## src/rtl/iot_riscv_int_pkg.sv

```systemverilog
// -----------------------------------------------------------------------------
// iot_riscv_int_pkg
// Shared types and constants for the interrupt pending / claim block.
//   state_e        : claim state of the controller (IDLE, CLAIMED)
//   IRQ_WIDTH_DEF  : default number of interrupt lines
//   ID_WIDTH_DEF   : default width of an interrupt index, clog2(IRQ_WIDTH_DEF)
// -----------------------------------------------------------------------------
package iot_riscv_int_pkg;

  typedef enum logic {
    IDLE    = 1'b0,
    CLAIMED = 1'b1
  } state_e;

  localparam int unsigned IRQ_WIDTH_DEF = 32;
  localparam int unsigned ID_WIDTH_DEF  = $clog2(IRQ_WIDTH_DEF);

endpackage : iot_riscv_int_pkg

```

## src/rtl/iot_riscv_int_prio.sv

```systemverilog
// -----------------------------------------------------------------------------
// iot_riscv_int_prio
// Combinational fixed-priority encoder: the lowest index whose pending bit and
// mask bit are both set wins.
// Ports:
//   vec_i   [width_p]   pending vector
//   mask_i  [width_p]   per-line enable
//   id_o    [id_w_p]    index of the winning line (0 when none)
//   valid_o             a winning line exists
// -----------------------------------------------------------------------------
module iot_riscv_int_prio #(
  parameter int unsigned width_p = 32,
  parameter int unsigned id_w_p  = 5
) (
  input  logic [width_p-1:0] vec_i,
  input  logic [width_p-1:0] mask_i,
  output logic [id_w_p-1:0]  id_o,
  output logic               valid_o
);

  // NOTE: every output of a combinational block gets a default before any
  // conditional assignment, otherwise an unassigned path infers a latch.
  always_comb begin
    id_o    = '0;
    valid_o = 1'b0;
    // Scan from the top down so the lowest matching index is the last write.
    for (int i = int'(width_p) - 1; i >= 0; i--) begin
      if (vec_i[i] && mask_i[i]) begin
        id_o    = id_w_p'(i);
        valid_o = 1'b1;
      end
    end
  end

endmodule : iot_riscv_int_prio

```

## src/rtl/iot_riscv_int_pend.sv

```systemverilog
// -----------------------------------------------------------------------------
// iot_riscv_int_pend
// Interrupt pending register with edge/level capture, lowest-index priority
// selection and a single-claim handshake with the core (ack on entry, done on
// mret).
//
// Configuration macro:
//   IOT_RISCV_INT_PEND_SYNC_EN  defined   : every source line passes a 2-flop
//                                           synchronizer (source -> irq_o = 3 clk)
//                               undefined : sources must be main_clk_i
//                                           synchronous (source -> irq_o = 1 clk)
//
// Ports:
//   main_clk_i      clock, all state on rising edge
//   main_rst_an_i   asynchronous active-low reset
//   irq_src_i       raw interrupt lines
//   irq_edge_i      per-line mode: 1 = rising edge, 0 = level
//   irq_mask_i      per-line enable for selection only
//   irq_ack_i       core entered the indicated interrupt
//   irq_done_i      core executed mret
//   irq_o           registered pending vector
//   irq_id_o        index of the selected / claimed interrupt
//   irq_id_valid_o  irq_id_o is meaningful
//   irq_claimed_o   a claim is active
// -----------------------------------------------------------------------------
module iot_riscv_int_pend
  import iot_riscv_int_pkg::*;
#(
  parameter int unsigned irq_width_p = IRQ_WIDTH_DEF,
  parameter int unsigned id_width_p  = ID_WIDTH_DEF
) (
  input  logic                   main_clk_i,
  input  logic                   main_rst_an_i,
  input  logic [irq_width_p-1:0] irq_src_i,
  input  logic [irq_width_p-1:0] irq_edge_i,
  input  logic [irq_width_p-1:0] irq_mask_i,
  input  logic                   irq_ack_i,
  input  logic                   irq_done_i,
  output logic [irq_width_p-1:0] irq_o,
  output logic [id_width_p-1:0]  irq_id_o,
  output logic                   irq_id_valid_o,
  output logic                   irq_claimed_o
);

  logic [irq_width_p-1:0] w_sync;
  logic [irq_width_p-1:0] r_prev;
  logic [irq_width_p-1:0] r_pend;
  logic [irq_width_p-1:0] w_edge_set;
  logic [irq_width_p-1:0] w_claim_clr;
  logic [irq_width_p-1:0] w_pend_nxt;
  logic [id_width_p-1:0]  w_sel;
  logic                   w_cand;
  logic                   w_claim_take;

  state_e                 r_state;
  logic [id_width_p-1:0]  r_id;
  logic                   r_id_valid;
  logic                   r_claimed;

  // ---------------------------------------------------------------------------
  // Source conditioning
  // ---------------------------------------------------------------------------
`ifdef IOT_RISCV_INT_PEND_SYNC_EN
  logic [irq_width_p-1:0] r_sync_meta;
  logic [irq_width_p-1:0] r_sync;

  // NOTE: sequential state is always written with non-blocking assignments so
  // every flop samples the pre-edge value of its neighbours.
  always_ff @(posedge main_clk_i or negedge main_rst_an_i) begin
    if (!main_rst_an_i) begin
      r_sync_meta <= '0;
      r_sync      <= '0;
    end else begin
      r_sync_meta <= irq_src_i;
      r_sync      <= r_sync_meta;
    end
  end

  assign w_sync = r_sync;
`else
  assign w_sync = irq_src_i;
`endif

  // ---------------------------------------------------------------------------
  // Pending capture
  // ---------------------------------------------------------------------------
  // prev resets to 0, so a line already high when reset releases is seen as a
  // rising edge and latches exactly one pending.
  assign w_edge_set = w_sync & ~r_prev;

  // A claim is accepted only in IDLE while an id is being offered.
  assign w_claim_take = (r_state == IDLE) && irq_ack_i && r_id_valid;

  always_comb begin
    w_claim_clr = '0;
    for (int i = 0; i < int'(irq_width_p); i++) begin
      w_claim_clr[i] = w_claim_take && irq_edge_i[i] && (r_id == id_width_p'(i));
    end
  end

  // Edge lines: a fresh edge wins over a simultaneous claim clear.
  // Level lines: follow the conditioned source, untouched by claims.
  assign w_pend_nxt = (irq_edge_i & ((r_pend & ~w_claim_clr) | w_edge_set))
                    | (~irq_edge_i & w_sync);

  always_ff @(posedge main_clk_i or negedge main_rst_an_i) begin
    if (!main_rst_an_i) begin
      r_prev <= '0;
      r_pend <= '0;
    end else begin
      r_prev <= w_sync;
      r_pend <= w_pend_nxt;
    end
  end

  // ---------------------------------------------------------------------------
  // Priority selection
  // ---------------------------------------------------------------------------
  iot_riscv_int_prio #(
    .width_p (irq_width_p),
    .id_w_p  (id_width_p)
  ) u_prio (
    .vec_i   (r_pend),
    .mask_i  (irq_mask_i),
    .id_o    (w_sel),
    .valid_o (w_cand)
  );

  // ---------------------------------------------------------------------------
  // Claim FSM
  // ---------------------------------------------------------------------------
  always_ff @(posedge main_clk_i or negedge main_rst_an_i) begin
    if (!main_rst_an_i) begin
      r_state    <= IDLE;
      r_id       <= '0;
      r_id_valid <= 1'b0;
      r_claimed  <= 1'b0;
    end else begin
      case (r_state)
        IDLE: begin
          if (w_claim_take) begin
            // id and valid freeze at the claimed value; done is ignored here.
            r_state   <= CLAIMED;
            r_claimed <= 1'b1;
          end else begin
            r_id       <= w_sel;
            r_id_valid <= w_cand;
          end
        end
        CLAIMED: begin
          if (irq_done_i) begin
            // Re-evaluate on the same edge so the next cycle shows a fresh id.
            r_state    <= IDLE;
            r_claimed  <= 1'b0;
            r_id       <= w_sel;
            r_id_valid <= w_cand;
          end
        end
        default: r_state <= IDLE;
      endcase
    end
  end

  assign irq_o          = r_pend;
  assign irq_id_o       = r_id;
  assign irq_id_valid_o = r_id_valid;
  assign irq_claimed_o  = r_claimed;

endmodule : iot_riscv_int_pend

```

## config.mk

```make
export PLATFORM = sky130hd
export DESIGN_NAME = iot_riscv_int_pend
export DESIGN_NICKNAME = d
export VERILOG_FILES = /design/src/rtl/iot_riscv_int_pkg.sv /design/src/rtl/iot_riscv_int_prio.sv /design/src/rtl/iot_riscv_int_pend.sv
export SDC_FILE = /design/constraint.sdc
export NUM_CORES = 1
export LEC_CHECK = 0
export ABC_AREA = 1
export CAP_MARGIN = 0
export CORE_UTILIZATION = 35
export CTS_CLUSTER_DIAMETER = 200
export DETAILED_ROUTE_END_ITERATION = 8
export PLACE_DENSITY = 0.69
export SLEW_MARGIN = 20
export SYNTH_ARGS = -nofsm -noshare
export SYNTH_HDL_FRONTEND = slang
export SYNTH_SLANG_ARGS = --single-unit
```

## constraint.sdc

```tcl
create_clock -name main_clk_i -period 4 [get_ports main_clk_i]
set_clock_uncertainty 0.15 [all_clocks]
set_input_delay 0.6 -clock main_clk_i [delete_from_list [all_inputs] [get_ports main_clk_i]]
set_output_delay 0.6 -clock main_clk_i [all_outputs]
set_load 0.01 [all_outputs]
```

==> Word level (Yosys, flattened, before mapping) <==
Cells that the tools add are included.
{ "op_classes": {"mul": 0, "order_cmp": 0, "div": 0, "n_reduce_logical": 101, "shifts": 0, "muxes": 76, "eq_ne": 34, "n_bitwise": 10, "add_sub_neg": 0} }
{ "ops": {"columns": ["operator", "count"], "rows": [
  ["5-bit two-way mux", 34],
  ["32-bit bitwise AND", 4],
  ["1-bit logical AND", 98],
  ["32-bit inverter", 3],
  ["5-bit equality test (second input constant)", 16],
  ["32-bit bitwise OR", 2],
  ["5-bit by 4-bit equality test with 1-bit output (second input constant)", 8],
  ["1-bit two-way mux", 38],
  ["5-bit by 3-bit equality test with 1-bit output (second input constant)", 4],
  ["5-bit by 2-bit equality test with 1-bit output (second input constant)", 2],
  ["5-bit one-hot mux with 2 select lines", 1],
  ["2-bit != test (second input constant)", 3],
  ["1-bit one-hot mux with 2 select lines", 3],
  ["5-bit by 1-bit equality test with 1-bit output (second input constant)", 1],
  ["5-bit zero test", 1],
  ["2-bit AND reduction", 2],
  ["1-bit inverter", 1]
]} }
{ "totals": {"mem_count": 0, "ff_bits": 72, "output_inout_bits": 39, "latch_bits": 0, "ram_bits": 0, "elab_cells": 227, "romBits": 0, "in_bits": 100} }

==> Depth between registers and ports, before layout <==
{ "depth": {"word_depth": 35, "mapped_depth": 34, "ltp_nobuf": 34} }

==> Cells and area by module <==
Synthesis repeated with hierarchy kept, for this count alone.
{ "unflattened": {"cells_unflattened": 468, "area_unflattened_um2": 3414.5} }
{ "by_module_without_submodules": {"columns": ["module", "instances", "cells_each", "area_each_um2", "seq_area_each_um2"], "rows": [
  ["iot_riscv_int_pend", 1, 353, 2920.3, 1801.7],
  ["iot_riscv_int_prio", 1, 115, 494.2, 0.0]
]} }

==> Least setup slack after synthesis <==
OpenSTA, ideal clock, no wires.
{ "synth_timing": {"path_type": "input -> register", "startpoint": "input irq_mask_i[31]", "endpoint": "register r_id[0], in the netlist irq_id_o[0]", "arrival_time_ns": 2.025, "path_slack_ns": 1.709, "cell_stages": 34, "required_time_ns": 3.734, "path_buffers": 0, "cell_sequence": "nand2_1 -> inv_1 -> nand2_1 -> nand2_1 -> nand2_1 -> nand2_1 -> nand2_1 -> nand2_1 -> nand2_1 -> nand2_1 -> nand2_1 -> nand2_1 -> nand2_1 -> nand2_1 -> nand2_1 -> nand2_1 -> nand2_1 -> nand2_1 -> nand2_1 -> nand2_1 -> nand2_1 -> nand2_1 -> nand2_1 -> nand2_1 -> nand2_1 -> nand2_1 -> nand2_1 -> nand2_1 -> nand2_1 -> nand2_1 -> nand2_1 -> nand2_1 -> nand2_1 -> nand2_1"} }
{ "synth_via": {"elab_chain_len": 35} }
{ "synth_lines": {"columns": ["element", "line_no", "text"], "rows": [
  ["start, declared", "iot_riscv_int_pend.sv:36", "input logic [irq_width_p-1:0] irq_mask_i,"],
  ["1-bit logical AND *", "iot_riscv_int_prio.sv:28", "if (vec_i[i] && mask_i[i]) begin"],
  ["5-bit two-way mux * (32 in series)", "iot_riscv_int_prio.sv:28", null],
  ["5-bit two-way mux (on tied branches)", "iot_riscv_int_pend.sv:151, iot_riscv_int_pend.sv:141", null],
  ["5-bit one-hot mux with 2 select lines *", "iot_riscv_int_pend.sv:139", "case (r_state)"],
  ["end signal, assigned", "iot_riscv_int_pend.sv:146", "r_id <= w_sel;"],
  ["end signal, assigned", "iot_riscv_int_pend.sv:155", "r_id <= w_sel;"],
  ["end, declared", "iot_riscv_int_pend.sv:56", "logic [id_width_p-1:0] r_id;"]
]} }
Every way passes the cells marked *; elsewhere a longest branch is shown, timed or not. The select of a mux whose other input is x is not followed.
A chain may end at the register's enable or synchronous reset.

==> Final worst setup path <==
{ "layout_timing": {"startpoint": "input irq_mask_i[30]", "endpoint": "register r_id[0], in the netlist irq_id_o[0]"} }
{ "layout_via": {"elab_chain_len": 34} }
{ "layout_lines": {"columns": ["element", "line_no"], "rows": [
  ["1-bit logical AND *", "iot_riscv_int_prio.sv:28"],
  ["5-bit two-way mux * (31 in series)", "iot_riscv_int_prio.sv:28"],
  ["5-bit two-way mux (on tied branches)", "iot_riscv_int_pend.sv:151, iot_riscv_int_pend.sv:141"],
  ["5-bit one-hot mux with 2 select lines *", "iot_riscv_int_pend.sv:139"]
]} }
Marks and branches as above.

==> run summary <==
status: complete, no violations
Vias/cell: 4.79
post-synthesis instance total: 364
Initial Util: 37.0%
I/O pin count: 139
CTS Hold Bufs: 0
FF-to-FF Start: irq_o[31]$_DFF_PN0_
Startpoint Class: primary input
Detailed Routing Iterations Pass 1: 4
Psw: 0.653 mW
clock network fraction of total power: 28.5%
global-route wire length before repair: 14.7 mm
initial antenna violation count: 0
Finished Core Util: 57.3%
n_diodes: 0
Setup Buffers After CTS: 0
largest family of logic cells by synthesized area: simple AND/OR/NAND/NOR gates
setup_tns: 0 ns
maximum clock insertion buffer count: 2
# H-tree levels: 3
endpoint class of the critical path: flop
multiplexer share of the synthesized area: 0%
most used cell, CP: nand2_1
Iter 0 DRT Violations: 103
relative slew slack: 37.7%
largest net degree at the start of global routing: 73
Core ar.: 0.00838 mm²
biggest cell delay along the critical path: 0.47 ns
all-layer global routing usage: 21.6%
crit-path max FO: 2
crit share post-route: 66.0%
complex-gate fraction of the synthesized area: 10.7%
FF-to-FF path depth: 34
placed cell count: 605
FF+latch count, synth: 72
Cell Count, Final, Fillers Out: 621
Num CTS Buffers: 9
CTS tree: yes
Synth area leader: dfrtp_1
Pleak: 2.21 nW
total of max-cap violations: 0
unrepaired setup endpoints after global routing: false
Mapped Area: 0.00310 mm²
vias in the first global route: 2,991
chip height: 96.1 µm
Ys Warns: 0
FMAX: 0.379 GHz
register area share after synthesis: 58.1%
crit path DAT: 2.73 ns
Slowest cell on crit path: clkdlybuf4s50_1
Post-Route WL: 9.17 mm
Cell Pwr Density: 418 mW/mm²
Flop pwr share: 43.1%
DP HPWL: 6.93 mm
Layout fillers: 755
Worst R2R End: irq_id_o[0]$_DFFE_PN0P_
final hold violation count: 0
reg2reg setup slack: 1.64 ns
Die Area: 0.00924 mm²
Hold Path Class: primary input to async pin
Worst-Skew Late Latency: 0.35 ns
synthesized area per cell: 8.52 µm²
grt ovf: 0
final setup fails: 0
drt drc: 0
layout cells sized above 1: 5.81%
gp weighted congestion: 0.818
Root Driver: clkbuf_8
DR WL/cell: 14.8 µm
Slew Limit Fails: 0
CTS sink cnt: 72
CTS resizes: 0
Synth top area share: 58.1%
Die W: 96.1 µm
row count: 33
post-synthesis xor/xnor area fraction: 0%
remaining antenna violation count after routing: 0
sequential cell area: 0.00180 mm²
Sw Ratio: 32.6%
multi-input combinational cell area: 0.00123 mm²
Clock transition at path regs: 0.08 ns
critical path class: primary input to flop
post-synth cell types: 20
Max VDD drop: 0.000200 V
most common cell after layout, fill and taps aside: nand2_1
Synth area leaders: dfrtp_1, nand2_1, o211ai_1
Period minus WS final: 2.64 ns
Internal: 1.35 mW
Comb pwr share: 28.3%
DR vias: 2,977
post-synthesis adder-cell area fraction: 0%
synth-to-layout area growth: 54.8%
post-synthesis simple-gate area fraction: 29.0%
syn_nets: 464
Critical Path RT: 4.09 ns
Worst-Margin Slew: 0.935 ns
fin nets: 611
# port buffers: 138
most used cells in the layout excluding fill and tap cells: nand2_1, clkdlybuf4s50_1, dfrtp_1
==> layer usage <==
| layer | routed length [µm] | GRT usage [%] | vias up |
|---|---|---|---|
| met1 | 4170 | 28.6 | 1381 |
| met5 | 0 | 0 | - |
| met3 | 664 | 4.58 | 12 |
| li1 | - | - | 1478 |
| met2 | 4200 | 34.2 | 106 |
| met4 | 137 | 8.96 | 0 |
==> critical path: cells and delay by family <==
family	cells	cell delay [ns]
buf+inv	1	0.47
simple gates	33	1.63
==> flip-flops by register name (all words and copies together) (netlist names) <==
register,flops
irq_id_valid_o,1
irq_id_o,5
r_state,1
r_prev,32
irq_o,32
irq_claimed_o,1
==> Yosys cell counts (all sizes together) <==
library cell,n
nor2,18
nand3,1
dfrtp,72
o21ai,5
o211ai,32
nand4,1
inv,16
a311oi,1
clkbuf,2
nor4,1
nand2,205
o22ai,2
nand3b,1
o21a,1
a31oi,2
o31ai,2
a21oi,2
==> cell families (layout without fill, tap and decap cells) <==
family | after synthesis | count (layout)
flops | 72 | 72
simple gates | 227 | 227
compound gates | 47 | 47
buf+inv | 18 | 170
==> power by group through the flow <==
stage          clock [mW]  sequential (mW)  combinational [mW]
5_1_grt             0.618            0.877               0.636
3_5_place_dp            0            0.879               0.573
2_1_floorplan           0            0.895               0.223
6_report            0.572            0.865               0.568
4_1_cts             0.586            0.865               0.576
3_3_place_gp            0            0.877               0.567
==> worst max path at each step <==
stage / startpoint / to / slack [ns] / cells after the start
2_1_floorplan: irq_mask_i[31] / irq_id_o[0]$_DFFE_PN0P_ / 1.71 / 34
3_3_place_gp: irq_mask_i[30] / irq_id_o[0]$_DFFE_PN0P_ / 1.05 / 34
3_5_place_dp: irq_mask_i[30] / irq_id_o[0]$_DFFE_PN0P_ / 1.02 / 34
4_1_cts: irq_mask_i[30] / irq_id_o[0]$_DFFE_PN0P_ / 1.38 / 34
5_1_grt: irq_mask_i[31] / irq_id_o[0]$_DFFE_PN0P_ / 0.97 / 35
6_report: irq_mask_i[30] / irq_id_o[0]$_DFFE_PN0P_ / 1.36 / 34
==> cell type report <==
cell class,instances,share of cell area [%]
Timing Repair Buffer,138,28.7
Clock inverter,7,1.51
Clock buffer,9,2.58
Inverter,16,1.25
Tap cell,105,2.74
Multi-Input combinational cell,274,25.7
Sequential cell,72,37.5
==> metrics by stage <==
| step | area [µm²] | hold WS (ns) | total power [mW] | setup slack (ns) |
|---|---|---|---|---|
| 4_1_cts | 4800 | 0.264 | 2.03 | 1.38 |
| 3_5_place_dp | 4600 | 0.334 | 1.45 | 1.02 |
| 2_1_floorplan | 3100 | 0.154 | 1.12 | 1.71 |
| 5_1_grt | 4800 | 0.310 | 2.13 | 0.966 |
| 6_report | 4800 | 0.222 | 2.01 | 1.36 |
| 3_3_place_gp | 4600 | 0.325 | 1.44 | 1.05 |
Note: power is estimated with default switching activity, not from simulation.
==> patch 1 (same settings) <==
Set the package constant `IRQ_WIDTH_DEF` to 64 (it was 32).
--- a/src/rtl/iot_riscv_int_pkg.sv
+++ b/src/rtl/iot_riscv_int_pkg.sv
@@ -13,5 +13,5 @@
   } state_e;
 
-  localparam int unsigned IRQ_WIDTH_DEF = 32;
+  localparam int unsigned IRQ_WIDTH_DEF = 64;
   localparam int unsigned ID_WIDTH_DEF  = $clog2(IRQ_WIDTH_DEF);
 
Ports: changed (5 resized); port bits go from 139 to 268. The function was not compared with the original's and may differ.
==> patch 1 against the unedited design <==
Utilization grew 0.71 points; worst setup slack lost 1.3 ns; final area grew 100%; die area grew 89%; largest power group is now clock; maximum frequency shrank 33%; highest routed layer unchanged; largest cell class unchanged; area after synthesis grew 91%; sequential power grew 82%; power grew 100%; critical path type unchanged; routed wire length grew 120%; sequential cell count grew 65.
==> patch 1: results <==
# TYPE chip_impl_metric gauge
chip_impl_metric{name="seq_area_frac_synth",unit="%"} 57.96
chip_impl_metric{name="worst-r2r-cell-count",unit=""} 66
chip_impl_metric{name="grt_start_max_net_pins",unit=""} 91
chip_impl_metric{name="cts_max_level",unit=""} 4
chip_impl_metric{name="finalWirelength",unit="um"} 20400
chip_impl_metric{name="r2r_setup_slack",unit="ns"} 0.10
chip_impl_metric{name="power.switching_fraction",unit="%"} 26.80
chip_impl_metric{name="final.setup.worst_slack",unit="ns"} 0.05127
chip_impl_metric{name="routed-via-count",unit=""} 5779
chip_impl_info{name="outcome",value="completed"} 1
chip_impl_metric{name="number_of_nets_in_the_layout",unit=""} 1180
chip_impl_metric{name="place.detailed.hpwl",unit="um"} 15800
chip_impl_metric{name="clk_pin_slew",unit="ns"} 0.06
chip_impl_metric{name="synthesis.area_per_instance",unit="um^2"} 8.584
chip_impl_metric{name="number_of_buffers_created_by_cts",unit=""} 17
chip_impl_metric{name="placement.setup.worst_slack",unit="ns"} -0.5182
chip_impl_metric{name="crit_arrival",unit="ns"} 4.10
chip_impl_metric{name="drt_first_pass_iters",unit=""} 5
chip_impl_info{name="clockRootBuffer",value="sky130_fd_sc_hd__clkbuf_16"} 1
chip_impl_metric{name="drive_above_1_share",unit="%"} 8.626
chip_impl_metric{name="drt_first_iter_violations",unit=""} 265
chip_impl_metric{name="grt.total_usage",unit="%"} 24.36
chip_impl_metric{name="synthDistinctLibCells",unit=""} 23
chip_impl_metric{name="syn_nets",unit=""} 885
chip_impl_metric{name="grt_pass1_vias",unit=""} 5868
chip_impl_metric{name="global_route_wire_length_before_repair",unit="um"} 31960
chip_impl_metric{name="globalplace.congestion",unit=""} 0.8519
chip_impl_metric{name="tightestPinTransition",unit="ns"} 0.8592
chip_impl_metric{name="worstSkewPairLatency",unit="ns"} 0.41
chip_impl_metric{name="p_leak",unit="nW"} 4.401
chip_impl_metric{name="port-buffer-count",unit=""} 267
chip_impl_metric{name="critPathMaxStageDelay",unit="ns"} 0.41
==> patch 1: worst min path at each step <==
stage	end	slack (ns)
final	irq_o[46]	0.10
after global routing	irq_o[47]	0.19
after CTS	r_prev[46]	0.15
after detailed placement	irq_claimed_o	0.31
after global placement	irq_claimed_o	0.30
after floorplan	irq_claimed_o	0.15
==> patch 1: timing repair <==
action                     4_1_cts  5_1_grt
setup endpoints to repair        1        1
pin swaps                        7       12
setup buffers                    1        3
gates resized for setup          4        4
gates cloned                     0        0
==> patch 1: logic make-up after synthesis <==
kind of cell / after synthesis / synth area share, %
AND/OR/NAND/NOR: 442 / 30.08
AO/OA/AOI/OAI: 87 / 10.49
buffers and inverters: 23 / 1.460
flip-flops: 137 / 57.96
==> patch 1: area by class of cell <==
class / instances / area, um^2
fill: 1447 / 6944
sequential: 137 / 3428
timing repair buffer: 280 / 2771
multi-input combinational: 529 / 2405
clock buffer: 20 / 456.7
tap: 220 / 275.3
clock inverter: 12 / 172.7
inverter: 19 / 71.32
==> patch 1: routing by layer <==
layer / share of wire (%) / vias up / wire length [um] / GRT usage (%)
met5: 0 / - / 0 / 0
met4: 1.5 / 0 / 305 / 7.881
met3: 8.0 / 22 / 1637 / 7.151
met2: 49 / 224 / 9962 / 40.80
met1: 42 / 2671 / 8496 / 30.13
li1: - / 2862 / - / -
==> patch 1: power by group through the flow <==
| stage | Clock, mW | Combinational, mW | Sequential [mW] |
|---|---|---|---|
| after floorplan | 0 | 0.275 | 1.62 |
| after detailed placement | 0 | 0.815 | 1.60 |
| final | 1.68 | 0.818 | 1.57 |
| after CTS | 1.70 | 0.820 | 1.58 |
| after global routing | 1.77 | 0.901 | 1.59 |
| after global placement | 0 | 0.809 | 1.60 |
==> patch 2 (config.mk and constraints unchanged) <==
Without the edit above. Register the output `irq_o` once more, with the module's reset; this adds one clock of latency there. The other outputs are not delayed to match. Comments in the files are not updated.
--- a/src/rtl/iot_riscv_int_pend.sv
+++ b/src/rtl/iot_riscv_int_pend.sv
@@ -162,5 +162,11 @@
   end
 
-  assign irq_o          = r_pend;
+  always_ff @(posedge main_clk_i or negedge main_rst_an_i) begin
+    if (!main_rst_an_i) begin
+      irq_o <= '0;
+    end else begin
+      irq_o <= r_pend;
+    end
+  end
   assign irq_id_o       = r_id;
   assign irq_id_valid_o = r_id_valid;
Behaviour: not the same (Yosys sat finds a counterexample within 4 cycles, from zero or initial values and one cycle with main_rst_an_i low).
==> patch 2 against the unedited design <==
Routed wire length rose by 14%; area after synthesis up 25%; via count rose by 8.2%; worst setup slack worse by 0.0068 ns; sequential cell count up 32; sequential share of layout area increased by 8.4 points; final area grew 18%; critical path depth did not move; count of clock-buffer cells in the layout unchanged; power is 23% higher; critical endpoint unchanged; largest power group unchanged; highest routed layer unchanged.
==> patch 2: results <==
# TYPE chip_impl_metric gauge
chip_impl_info{name="outcome",value="completed"} 1
chip_impl_metric{name="synth-warning-count",unit=""} 0
chip_impl_metric{name="number_of_nets_in_the_layout",unit=""} 645
chip_impl_metric{name="grt_start_max_net_pins",unit=""} 83
chip_impl_metric{name="avgRoutedWirePerCell",unit="um"} 15.10
chip_impl_metric{name="seq_area_frac_synth",unit="%"} 66.95
chip_impl_info{name="most_frequent_cells_after_synthesis",value="sky130_fd_sc_hd__nand2_1, sky130_fd_sc_hd__dfrtp_1, sky130_fd_sc_hd__o211ai_1"} 1
chip_impl_metric{name="placement.setup.worst_slack",unit="ns"} 1.007
chip_impl_metric{name="grt_pass1_vias",unit=""} 3279
chip_impl_metric{name="p_leak",unit="nW"} 2.592
chip_impl_metric{name="global_route_wire_length_before_repair",unit="um"} 16470
chip_impl_metric{name="syn_nets",unit=""} 495
chip_impl_metric{name="cts_post_setup_buffers_inserted",unit=""} 0
chip_impl_metric{name="vdd_ir_drop_max",unit="V"} 0.0002438
chip_impl_metric{name="antenna_found_initial",unit=""} 0
chip_impl_info{name="ys_top_cells_by_area",value="sky130_fd_sc_hd__dfrtp_1, sky130_fd_sc_hd__nand2_1, sky130_fd_sc_hd__o211ai_1"} 1
chip_impl_metric{name="area_share_of_xor_xnor_cells_in_the_synthesized_design",unit="%"} 0
chip_impl_metric{name="worst_slew_margin_rel",unit="%"} 41.66
chip_impl_metric{name="routed-via-count",unit=""} 3220
chip_impl_metric{name="place.detailed.hpwl",unit="um"} 7866
chip_impl_metric{name="clk_pin_slew",unit="ns"} 0.10
chip_impl_metric{name="async_flop_share",unit="%"} 100.0
chip_impl_metric{name="compound_cell_area_share_of_the_yosys_netlist",unit="%"} 8.046
chip_impl_metric{name="crit_path_max_fanout",unit=""} 2
chip_impl_metric{name="drive_above_1_share",unit="%"} 6.182
chip_impl_metric{name="cts.path.max_buffers",unit=""} 2
chip_impl_metric{name="setup-violations-final",unit=""} 0
chip_impl_metric{name="grt.total_usage",unit="%"} 19.24
chip_impl_metric{name="dpl_cell_area",unit="mm^2"} 0.005449
chip_impl_metric{name="globalplace.congestion",unit=""} 0.8433
chip_impl_metric{name="final.setup.worst_slack",unit="ns"} 1.352
chip_impl_metric{name="drt_first_iter_violations",unit=""} 145
chip_impl_metric{name="port-buffer-count",unit=""} 138
chip_impl_metric{name="r2r_setup_slack",unit="ns"} 1.60
chip_impl_metric{name="worstSkewPairLatency",unit="ns"} 0.36
chip_impl_info{name="clockRootBuffer",value="sky130_fd_sc_hd__clkbuf_8"} 1
chip_impl_metric{name="ant_diodes",unit=""} 0
chip_impl_info{name="hold_path.class",value="input port to async pin"} 1
chip_impl_metric{name="synthDistinctLibCells",unit=""} 19
patch 2: cell types whose count changed after synthesis, moves of 4 or more:
cell / change
sky130_fd_sc_hd__dfrtp_1: +32
sky130_fd_sc_hd__inv_1: -6
sky130_fd_sc_hd__nor2_1: +11
sky130_fd_sc_hd__o21ai_1: -4
patch 2: layout make-up:
type	count	area, um^2
tap	140	175.2
multi-input combinational	279	1240
inverter	10	37.54
clock inverter	7	77.57
clock buffer	9	123.9
timing repair buffer	141	1414
fill	987	5170
sequential	104	2603
patch 2: logic make-up (layout without fill, tap and decap cells):
family / Yosys count / in the layout
AND/OR/NAND/NOR: 236 / 236
flip-flops: 104 / 104
AO/OA/AOI/OAI: 43 / 43
buffers and inverters: 12 / 167
patch 2: stage by stage:
step,cells,power [mW],hold WS [ns]
after detailed placement,673,1.834,0.2379
after floorplan,395,1.485,0.1544
after CTS,689,2.501,0.2599
final,690,2.476,0.05388
after global placement,673,1.821,0.2310
after global routing,690,2.619,0.06825
patch 2: per-layer routing:
metal	track usage [%]	share of wire [%]	up-vias
li1	-	-	1577
met1	25.00	43	1517
met2	31.89	48	120
met3	4.782	7.1	6
met4	5.479	1.1	0
met5	0	0	-
patch 2: worst register-to-register path, delay by kind of cell (launching register included):
family                 cells  cell delay, ns
DFF                        1            0.41
buffers and inverters      1            0.04
and+or+nand+nor           33            1.72
patch 2: path summary, 6_finish.rpt:
check | from | endpoint | depth (start not counted)
max reg2reg | r_pend[31] | irq_id_o[0] | 34
min in group main_clk_i | r_pend[7] | irq_o[7] | 0
max in group asynchronous | main_rst_an_i | r_pend[6] | 3
min | main_rst_an_i | irq_o[26] | 1
min reg2reg | r_pend[7] | irq_o[7] | 0
max | irq_mask_i[30] | irq_id_o[0] | 34
patch 2: power by group:
part / switching [mW] / internal, mW / leakage, nW
sequential: 0.0718 / 1.16 / 1.20
clock: 0.370 / 0.298 / 0.106
combinational: 0.312 / 0.266 / 1.28
total: 0.754 / 1.72 / 2.59
